### src/rtl/fetch_pc_unit_pkg.sv
// fetch_pc_unit_pkg
// Shared definitions for the fetch PC slice: sequencing state encoding,
// default address width, BIOS ROM bound, return-stack depth and the CMB
// opcode value that decode recognises before raising the cmb strobe.
package fetch_pc_unit_pkg;

    localparam int unsigned FETCH_ADDR_W      = 32;
    localparam int unsigned FETCH_BIOS_LAST   = 1130;
    localparam int unsigned FETCH_STACK_DEPTH = 4;

    // Change-to-main-memory opcode
    localparam logic [5:0] OPC_CMB = 6'b100101;

    typedef enum logic [1:0] {
        ST_BIOS,
        ST_MAIN,
        ST_WAIT,
        ST_FAULT
    } fetch_state_e;

endpackage

### src/rtl/fetch_pc_unit_if.sv
// fetch_pc_unit_if
// Decode-to-fetch control bundle.
//   master : decode side, drives enable and the control strobes/targets,
//            observes pc, bios_sel, halted and fault.
//   slave  : fetch_pc_unit side.
// call/ret are always present; they only act when the unit is built with
// FETCH_PC_CALL_STACK_EN.
interface fetch_pc_unit_if #(
    parameter int unsigned ADDR_W = 32
);
    logic              enable;
    logic              branch_taken;
    logic [ADDR_W-1:0] branch_target;
    logic              jump;
    logic [ADDR_W-1:0] jump_target;
    logic              cmb;
    logic              halt;
    logic              resume;
    logic              call;
    logic              ret;
    logic [ADDR_W-1:0] pc;
    logic              bios_sel;
    logic              halted;
    logic              fault;

    modport master (
        output enable, branch_taken, branch_target, jump, jump_target,
               cmb, halt, resume, call, ret,
        input  pc, bios_sel, halted, fault
    );

    modport slave (
        input  enable, branch_taken, branch_target, jump, jump_target,
               cmb, halt, resume, call, ret,
        output pc, bios_sel, halted, fault
    );
endinterface

### src/rtl/fetch_return_stack.sv
// fetch_return_stack
// LIFO of return addresses used by the call/ret strobes of fetch_pc_unit
// (only instantiated when FETCH_PC_CALL_STACK_EN is defined).
// Ports:
//   clock, reset      clock; synchronous active-low reset (empties stack)
//   push, push_data   store push_data on top (ignored when full)
//   pop               discard top entry (ignored when empty)
//   top_data          current top entry ('0 when empty)
//   full, empty       occupancy flags
module fetch_return_stack #(
    parameter int unsigned DEPTH = 4,
    parameter int unsigned W     = 32
)(
    input  logic         clock,
    input  logic         reset,
    input  logic         push,
    input  logic         pop,
    input  logic [W-1:0] push_data,
    output logic [W-1:0] top_data,
    output logic         full,
    output logic         empty
);
    localparam int unsigned SP_W  = $clog2(DEPTH + 1);
    localparam int unsigned IDX_W = (DEPTH > 1) ? $clog2(DEPTH) : 1;

    logic [W-1:0]    mem [DEPTH];
    logic [SP_W-1:0] sp;

    assign full     = (sp == SP_W'(DEPTH));
    assign empty    = (sp == '0);
    assign top_data = empty ? '0 : mem[IDX_W'(sp - 1'b1)];

    always_ff @(posedge clock) begin
        if (!reset) begin
            sp <= '0;
            for (int unsigned i = 0; i < DEPTH; i++) begin
                mem[i] <= '0;
            end
        end else if (push && !full) begin
            mem[IDX_W'(sp)] <= push_data;
            sp              <= sp + 1'b1;
        end else if (pop && !empty) begin
            sp <= sp - 1'b1;
        end
    end
endmodule

### src/rtl/fetch_pc_unit.sv
// fetch_pc_unit
// Program counter and fetch sequencing for the BIOS ROM / main memory.
// Boots in BIOS at address 0; cmb hands over to main memory at address 0.
// Ports:
//   clock  clock
//   reset  synchronous, active-low
//   bus    fetch_pc_unit_if.slave: enable, branch_taken/branch_target,
//          jump/jump_target, cmb, halt, resume, call, ret (inputs);
//          pc, bios_sel, halted, fault (registered outputs)
// Build option: define FETCH_PC_CALL_STACK_EN to add a STACK_DEPTH-entry
// return stack driven by call/ret; otherwise call/ret are ignored.
module fetch_pc_unit
    import fetch_pc_unit_pkg::*;
#(
    parameter int unsigned ADDR_W      = FETCH_ADDR_W,
    parameter int unsigned BIOS_LAST   = FETCH_BIOS_LAST,
    parameter int unsigned STACK_DEPTH = FETCH_STACK_DEPTH
)(
    input logic            clock,
    input logic            reset,
    fetch_pc_unit_if.slave bus
);
    localparam logic [ADDR_W-1:0] BIOS_LAST_A = ADDR_W'(BIOS_LAST);

    fetch_state_e      state, state_n;
    fetch_state_e      saved_mode, saved_n;
    logic [ADDR_W-1:0] pc, pc_n, cand;
    logic              bios_sel, bios_sel_n;
    logic              stack_fault;

`ifdef FETCH_PC_CALL_STACK_EN
    logic              stk_push, stk_pop, stk_full, stk_empty;
    logic [ADDR_W-1:0] stk_top;

    fetch_return_stack #(
        .DEPTH (STACK_DEPTH),
        .W     (ADDR_W)
    ) u_stack (
        .clock     (clock),
        .reset     (reset),
        .push      (stk_push),
        .pop       (stk_pop),
        .push_data (pc + 1'b1),
        .top_data  (stk_top),
        .full      (stk_full),
        .empty     (stk_empty)
    );
`else
    localparam int unsigned UNUSED_STACK_DEPTH = STACK_DEPTH;
    logic unused_call_ret;
    assign unused_call_ret = bus.call | bus.ret;
`endif

    always_ff @(posedge clock) begin
        if (!reset) begin
            state      <= ST_BIOS;
            saved_mode <= ST_BIOS;
            pc         <= '0;
            bios_sel   <= 1'b1;
        end else begin
            state      <= state_n;
            saved_mode <= saved_n;
            pc         <= pc_n;
            bios_sel   <= bios_sel_n;
        end
    end

    always_comb begin
        state_n     = state;
        saved_n     = saved_mode;
        pc_n        = pc;
        bios_sel_n  = bios_sel;
        cand        = pc + 1'b1;
        stack_fault = 1'b0;
`ifdef FETCH_PC_CALL_STACK_EN
        stk_push    = 1'b0;
        stk_pop     = 1'b0;
`endif
        if (bus.enable) begin
            unique case (state)
                ST_BIOS, ST_MAIN: begin
                    if (bus.halt) begin
                        saved_n = state;
                        state_n = ST_WAIT;
                    end else if (bus.cmb) begin
                        pc_n       = '0;
                        state_n    = ST_MAIN;
                        bios_sel_n = 1'b0;
                    end else begin
                        if (bus.jump) begin
                            cand = bus.jump_target;
                        end else if (bus.branch_taken) begin
                            cand = bus.branch_target;
                        end
`ifdef FETCH_PC_CALL_STACK_EN
                        // ret/call outrank jump/branch, so they override the
                        // candidate chosen above.
                        if (bus.ret) begin
                            cand        = stk_top;
                            stack_fault = stk_empty;
                        end else if (bus.call) begin
                            cand        = bus.jump_target;
                            stack_fault = stk_full;
                        end
`endif
                        // A BIOS-mode pc beyond the ROM faults; pc is kept.
                        if (stack_fault || (state == ST_BIOS && cand > BIOS_LAST_A)) begin
                            state_n = ST_FAULT;
                        end else begin
                            pc_n = cand;
`ifdef FETCH_PC_CALL_STACK_EN
                            stk_pop  = bus.ret;
                            stk_push = bus.call && !bus.ret;
`endif
                        end
                    end
                end
                ST_WAIT: begin
                    if (bus.resume) begin
                        if (saved_mode == ST_BIOS && cand > BIOS_LAST_A) begin
                            state_n = ST_FAULT;
                        end else begin
                            pc_n    = cand;
                            state_n = saved_mode;
                        end
                    end
                end
                default: ;
            endcase
        end
    end

    assign bus.pc       = pc;
    assign bus.bios_sel = bios_sel;
    assign bus.halted   = (state == ST_WAIT);
    assign bus.fault    = (state == ST_FAULT);
endmodule

### src/flat_wrapper.sv
// flat-port wrapper written by rule: the top's interface ports become plain ports
module fetch_pc_unit_flat import fetch_pc_unit_pkg::*;
#(
    parameter int unsigned ADDR_W      = FETCH_ADDR_W,
    parameter int unsigned BIOS_LAST   = FETCH_BIOS_LAST,
    parameter int unsigned STACK_DEPTH = FETCH_STACK_DEPTH
)
  (clock, reset, bus_enable, bus_branch_taken, bus_branch_target, bus_jump, bus_jump_target, bus_cmb, bus_halt, bus_resume, bus_call, bus_ret, bus_pc, bus_bios_sel, bus_halted, bus_fault);
  fetch_pc_unit_if #(.ADDR_W(ADDR_W)) bus_i ();
  input logic clock;
  input logic reset;
  input wire logic [$bits(bus_i.enable)-1:0] bus_enable;
  input wire logic [$bits(bus_i.branch_taken)-1:0] bus_branch_taken;
  input wire logic [$bits(bus_i.branch_target)-1:0] bus_branch_target;
  input wire logic [$bits(bus_i.jump)-1:0] bus_jump;
  input wire logic [$bits(bus_i.jump_target)-1:0] bus_jump_target;
  input wire logic [$bits(bus_i.cmb)-1:0] bus_cmb;
  input wire logic [$bits(bus_i.halt)-1:0] bus_halt;
  input wire logic [$bits(bus_i.resume)-1:0] bus_resume;
  input wire logic [$bits(bus_i.call)-1:0] bus_call;
  input wire logic [$bits(bus_i.ret)-1:0] bus_ret;
  output wire logic [$bits(bus_i.pc)-1:0] bus_pc;
  output wire logic [$bits(bus_i.bios_sel)-1:0] bus_bios_sel;
  output wire logic [$bits(bus_i.halted)-1:0] bus_halted;
  output wire logic [$bits(bus_i.fault)-1:0] bus_fault;
  assign bus_i.enable = bus_enable;
  assign bus_i.branch_taken = bus_branch_taken;
  assign bus_i.branch_target = bus_branch_target;
  assign bus_i.jump = bus_jump;
  assign bus_i.jump_target = bus_jump_target;
  assign bus_i.cmb = bus_cmb;
  assign bus_i.halt = bus_halt;
  assign bus_i.resume = bus_resume;
  assign bus_i.call = bus_call;
  assign bus_i.ret = bus_ret;
  assign bus_pc = bus_i.pc;
  assign bus_bios_sel = bus_i.bios_sel;
  assign bus_halted = bus_i.halted;
  assign bus_fault = bus_i.fault;
  fetch_pc_unit #(.ADDR_W(ADDR_W), .BIOS_LAST(BIOS_LAST), .STACK_DEPTH(STACK_DEPTH)) u_core (.clock(clock), .reset(reset), .bus(bus_i));
endmodule
### config.mk
export PLATFORM = sky130hd
export DESIGN_NAME = fetch_pc_unit_flat
export DESIGN_NICKNAME = d
export VERILOG_FILES = /design/src/rtl/fetch_pc_unit_pkg.sv /design/src/rtl/fetch_pc_unit_if.sv /design/src/rtl/fetch_return_stack.sv /design/src/rtl/fetch_pc_unit.sv /design/src/flat_wrapper.sv
export SDC_FILE = /design/constraint.sdc
export NUM_CORES = 1
export LEC_CHECK = 0
export CORE_MARGIN = 1.5
export CORE_UTILIZATION = 36
export CTS_BUF_LIST = sky130_fd_sc_hd__clkbuf_16
export DETAILED_ROUTE_END_ITERATION = 8
export SKIP_LAST_GASP = 1
export SLEW_MARGIN = 0
export SYNTH_ARGS = -nofsm -noshare
export SYNTH_HDL_FRONTEND = slang
export SYNTH_SLANG_ARGS = --single-unit
### constraint.sdc
create_clock -name clock -period 11.35 [get_ports clock]
set_clock_uncertainty 0.05 [all_clocks]
set_input_delay 1.135 -clock clock [delete_from_list [all_inputs] [get_ports clock]]
set_output_delay 1.135 -clock clock [all_outputs]
set_load 0.005 [all_outputs]
==> out/summary.txt, run 1 <==
CTS clk-pin slew, worst paths: 0.06 ns
RSZ-0062 raised after global routing: false
GRT Total Usage: 0.281
Pwr/cell area: 96.6 nW/um2
Setup Total Neg Slack: 0 ns
Gr ovfl total: 0
Post-DR vias/cell: 6.32
Period minus WS final: 5.61 ns
Most common library cells after synthesis: nand2_1 (60), nor2_1 (57), o21ai_0 (50)
Antenna violations before repair: 0
Register area: 741 um2
Layout Nets: 709
Power share of the combinational group: 0.351
Die Y: 107 um
Sw Share: 0.351
Final Hold Viols: 0
Initial core utilization: 0.375
Endpoints failing setup: 0
Final ANT Viol Nets: 0
Ys flop type: dfxtp_1
Nature of the critical path endpoint: register
Worst-margin pin slew: 1.05 ns
Die area: 11,500 um2
Row count: 37
Yosys reg bits: 37
Fmax: 178 MHz
EDFF count, synth: 0
Antenna Cells: 0
Synth top area cells: dfxtp_1 (19%), o21ai_0 (6.4%), nand2_1 (5.7%)
Share of cells above drive strength 1: 0.0458
Vias in the first global route: 4,743
Core Util, Final: 0.490
Met1 Use GR: 0.379
Core region area: 10,500 um2
Dominant cell type by area after synthesis: dfxtp_1
Mean routed wirelength per cell: 20.9 um
Sw power: 0.000174 W
Top-count cell post-synth: nand2_1
Via count: 4,862
Status: complete, no violations
CTS sink cnt: 37
Maxcap violations: 0
Final Wtd Congestion: 0.929
WP data required: 11.48 ns
Crit-path max FO: 32
Internal power: 0.000321 W
Pins Over Slew Limit: 0
Worst setup SP type: primary input
Relative slew slack: 0.300
Hold_buf cts: 0
Post-Syn Instances: 571
Net Count, Synth: 647
H-tree depth: 2
Avg Inst Size Synth: 6.87 um2
Flop-to-flop setup slack: 6.25 ns
FFs w/ async S/R, synth: 0
Global-route wire length before repair: 25,400 um
Buffers on Ports: 106
Sequential power share: 0.324
Area grow syn2layout: 30.6%
Crit Path Class: in -> reg
Worst hold path type: reg -> reg
TritonCTS buffer count: 5
Io pins: 109
Grt met3 use: 0.0502
Post-synthesis sequential area ratio: 0.189
Die width: 107 um
Clock network fraction of total power: 0.325
YS warnings: 0
Root Driver: clkbuf_16
Worst-Skew Late Latency: 0.29 ns
1st-pass router iterations: 6
Max Root-Sink Buffers: 2
DRC viols: 0
CTS tree: yes
Detailed Route WL: 16,100 um
Detail Placement HPWL: 11,300 um
Placed cell area: 4960 um2
Leak: 1.74 nW
Mapped Area: 3920 um2
Maximum vdd drop: 0.0557 mV
# fillers: 1,105
Resize count post-CTS: 0
Post-synth cell types: 69
Iter 0 DRT Violations: 440
M2 GR Usage: 0.456
Crit path DAT: 5.74 ns
Ratio of final minimum period to clock period: 0.494
Post-CTS Setup Bufs: 0
GRT busiest layer: met2
Largest net degree at the start of global routing: 60
Synth top area share: 0.189
Footprint of the multi-input gates: 2890 um2
Final instance area: 5120 um2
## layout make-up
class / instances / area share
Clock inverter: 2 / 0.00684
Sequential cell: 37 / 0.145
Multi-Input combinational cell: 464 / 0.564
Clock buffer: 5 / 0.0244
Timing Repair Buffer: 115 / 0.219
Inverter: 10 / 0.00733
Tap cell: 136 / 0.0332
## stage by stage
| step | hold WS [ns] | setup slack (ns) | std cells | total power, W |
|---|---|---|---|---|
| after floorplan | 0.401 | 7.45 | 571 | 0.000256 |
| after global placement | 0.395 | 5.53 | 762 | 0.000331 |
| after detailed placement | 0.404 | 5.51 | 762 | 0.000332 |
| after CTS | 0.412 | 5.81 | 769 | 0.000493 |
| after global routing | 0.436 | 5.45 | 769 | 0.000517 |
| final | 0.409 | 5.74 | 769 | 0.000495 |
## worst max-delay path, stage by stage
cell and delay, ns:
clkdlybuf4s50_1 1.01, nand2_1 0.60, o22ai_1 0.38, a21oi_1 0.11, a2111oi_0 0.71, nand4bb_1 0.19, nor4_1 0.61, a2111oi_4 0.15
or2_1 0.23, buf_4 0.27, o221a_2 0.34
## layer usage
| metal | wire length, um | up-vias |
|---|---|---|
| li1 | - | 2285 |
| met1 | 6990 | 2286 |
| met2 | 7180 | 255 |
| met3 | 1530 | 36 |
| met4 | 385 | 0 |
| met5 | 0 | - |
## kinds of logic (layout without fill, tap and decap cells)
logic type / Yosys count / after routing / share of synthesized area
AO/OA/AOI/OAI: 180 / 180 / 0.323
XOR/XNOR: 27 / 27 / 0.0603
adder cells (fa/ha/maj): 2 / 2 / 0.00638
buffers and inverters: 70 / 132 / 0.0759
flip-flops: 37 / 37 / 0.189
multiplexers: 16 / 16 / 0.0411
AND/OR/NAND/NOR: 239 / 239 / 0.305
## state kept, by name, summed over array words and instances (netlist names)
| name | count |
|---|---|
| u_core.state | 2 |
| u_core.bus.pc | 32 |
| u_core.saved_mode | 2 |
| u_core.bus.bios_sel | 1 |
## power by group through the flow
stage | registers [W] | logic (W) | clock network (W)
floorplan | 0.000149 | 0.000107 | 0
global placement | 0.000162 | 0.000169 | 0
detailed placement | 0.000162 | 0.000170 | 0
CTS | 0.000159 | 0.000171 | 0.000163
global route | 0.000162 | 0.000188 | 0.000167
finish | 0.000160 | 0.000174 | 0.000161
## cells in the final DEF, fill, tap and decap left out, types with 6 or more instances in the layout
master and count:
buf_4 9, o221a_1 7, and2_1 6, mux2i_1 15, a31oi_1 8, xnor2_1 17
nor4_1 14, o311ai_0 15, dfxtp_1 37, xor2_1 10, o31ai_1 6, o22ai_1 12
a22oi_1 10, nor2_1 57, nor3_1 24, nand2_1 60, o21ai_0 50, a21oi_1 24
nand4_1 20, clkdlybuf4s50_1 105, inv_1 9, nand3_1 19
## path summary, 6_finish.rpt
path / to / start / cells after the start
hold reg to reg: u_core.bus.bios_sel / u_core.bus.bios_sel / 2
setup reg to reg: u_core.bus.pc[26] / u_core.bus.pc[0] / 12
setup / recovery: u_core.bus.pc[26] / bus_branch_taken / 11
hold / removal: u_core.bus.bios_sel / u_core.bus.bios_sel / 2
No activity file was read; power rests on OpenSTA's default activity.
==> run 2, diff against run 1 <==
==> constraint.sdc (replaced) <==
create_clock -name clock -period 5.5 [get_ports clock]
set_clock_uncertainty 0.05 [all_clocks]
set_input_delay 0.55 -clock clock [delete_from_list [all_inputs] [get_ports clock]]
set_output_delay 0.55 -clock clock [all_outputs]
set_load 0.005 [all_outputs]
==> run 2 against run 1 <==
Hold slack worse by 0.0013 ns. Combinational power is 110% higher. Utilization is 0.60 points higher. Worst setup slack worse by 5.1 ns. Sequential power is 110% higher. Highest routed layer unchanged.
==> out/summary.txt, run 2 (same netlist as run 1, synthesis figures left out) <==
Commonest non-fill, non-tap cell in the layout: clkdlybuf4s50_1
Share of cells above drive strength 1: 0.0621 (+0.0163)
Via count: 4,939 (+1.6%)
Row count: 37 (unchanged)
Pwr/cell area: 191 nW/um2 (+98%)
Pins Over Slew Limit: 0 (unchanged)
Layout Nets: 719 (+1.4%)
Sw power: 0.000368 W (+110%)
1st-pass router iterations: 7 (+1)
Biggest register: u_core.bus.pc
Worst setup SP type: register
Max reg flops: 32 (unchanged)
Maximum vdd drop: 0.116 mV (+110%)
Worst hold path type: reg -> reg
Non-filler cells, final: 780 (+1.4%)
Crit-path max FO: 14 (-56%)
Sw Share: 0.371 (+0.0194)
Die area: 11,500 um2 (unchanged)
Final Hold Viols: 0 (unchanged)
Hold_buf cts: 0 (unchanged)
Detail Placement HPWL: 11,800 um (+4.6%)
Post-DR vias/cell: 6.33 (+0.15%)
Maxcap violations: 0 (unchanged)
TritonCTS buffer count: 5 (unchanged)
Resize count post-CTS: 0 (unchanged)
Area grow syn2layout: 32.2%
Fmax: 205 MHz
Crit path DAT: 5.00 ns (-0.74 ns)
Worst-margin pin slew: 1.09 ns (+0.0365 ns)
Initial core utilization: 0.375 (unchanged)
Clock network fraction of total power: 0.299 (-0.026)
Relative slew slack: 0.276 (-0.0243)
Antenna Cells: 0 (unchanged)
Post-CTS Setup Bufs: 0 (unchanged)
Period minus WS final: 4.88 ns
CTS clk-pin slew, worst paths: 0.07 ns (about the same)
Detailed Route WL: 16,300 um (+1.5%)
Commonest non-fill, non-tap cells in the layout: clkdlybuf4s50_1 (105), nand2_1 (60), nor2_1 (57), o21ai_0 (50), dfxtp_1 (37)
Max Used Layer: met4
CTS tree: yes
Detail Route met3 WL: 1520 um (-0.33%)
Global-route wire length before repair: 25,600 um (+0.60%)
Met1 wire length: 7090 um (+1.4%)
CTS sink cnt: 37 (unchanged)
Setup Total Neg Slack: 0 ns (unchanged)
Io pins: 109 (unchanged)
Core region area: 10,500 um2 (unchanged)
Ratio of final minimum period to clock period: 0.888
Wire length on met2: 7280 um (+1.5%)
Max Root-Sink Buffers: 2 (unchanged)
WP data required: 5.62 ns (-5.86 ns)
Power share of the combinational group: 0.366 (+0.015)
H-tree depth: 2 (unchanged)
Placed instance count: 772 (+1.3%)
Buffers on Ports: 106 (unchanged)
Vias in the first global route: 4,690 (-1.1%)
Worst-Skew Late Latency: 0.29 ns (about the same)
Sequential power share: 0.335 (+0.011)
# fillers: 1,084 (-1.9%)
Mean routed wirelength per cell: 20.9 um (about the same)
Die width: 107 um (unchanged)
Status: complete, no violations
Crit Path Class: reg -> reg
Final ANT Viol Nets: 0 (unchanged)
GRT Total Usage: 0.285 (+0.00346)
Die Y: 107 um (unchanged)
Root Driver: clkbuf_16
Endpoints failing setup: 0 (unchanged)
Antenna violations before repair: 0 (unchanged)
Gr ovfl total: 0 (unchanged)
Iter 0 DRT Violations: 359 (-18%)
Core Util, Final: 0.496 (+0.00598)
Internal power: 0.000624 W (+95%)
Leak: 1.77 nW (+1.8%)
RSZ-0062 raised after global routing: false
Largest net degree at the start of global routing: 60 (unchanged)
Largest regs: u_core.bus.pc: 32 flops, u_core.saved_mode: 2 flops, u_core.state: 2 flops
DRC viols: 0 (unchanged)
Final Wtd Congestion: 0.949 (+2.2%)
Nature of the critical path endpoint: register
run 2: area by class of cell:
class                      count  area, um2  share of cell area
multi-input combinational    464       2890               0.558
timing repair buffer         125       1200               0.231
sequential                    37        741               0.143
tap                          136        170              0.0328
clock buffer                   5        125              0.0241
inverter                      10       37.5             0.00724
clock inverter                 3       22.5             0.00434
run 2: worst paths after layout:
check	start	to	slack (ns)	cells past startpoint
worst max-delay path	u_core.bus.pc[0]	u_core.bus.pc[8]	0.62	12
worst min-delay path	u_core.bus.bios_sel	u_core.bus.bios_sel	0.41	2
worst max register to register	u_core.bus.pc[0]	u_core.bus.pc[8]	0.62	12
worst min register to register	u_core.bus.bios_sel	u_core.bus.bios_sel	0.41	2
run 2: worst max-delay path, cell delays in order (launching register included):
cell and delay [ns]:
dfxtp_1 0.53, ha_1 0.38, nand3_1 0.22, or4_1 0.59, nor4_1 0.69, xnor2_1 0.19, a311oi_1 0.30, a21o_1 0.12
nor4_1 0.09, a2111oi_4 0.95, buf_4 0.35, a211oi_1 0.08, o221a_1 0.24
run 2: per-layer routing:
| layer | GRT usage | vias up |
|---|---|---|
| li1 | - | 2307 |
| met1 | 0.392 | 2333 |
| met2 | 0.452 | 260 |
| met3 | 0.0484 | 39 |
| met4 | 0.0883 | 0 |
| met5 | 0 | - |
run 2: power groups by stage:
stage | clock network (W) | registers [W] | logic (W)
2_1_floorplan | 0 | 0.000308 | 0.000221
3_3_place_gp | 0 | 0.000336 | 0.000355
3_5_place_dp | 0 | 0.000336 | 0.000357
4_1_cts | 0.000297 | 0.000330 | 0.000358
5_1_grt | 0.000309 | 0.000336 | 0.000393
6_report | 0.000297 | 0.000332 | 0.000363
run 2: through the flow:
step	instance area (um2)	worst slack, ns	hold WS [ns]	power, W
floorplan	3920	1.66	0.401	0.000529
global placement	5040	0.720	0.394	0.000691
detailed placement	5040	0.662	0.403	0.000693
CTS	5190	0.656	0.412	0.000985
global route	5190	0.391	0.445	0.00104
finish	5190	0.618	0.408	0.000992
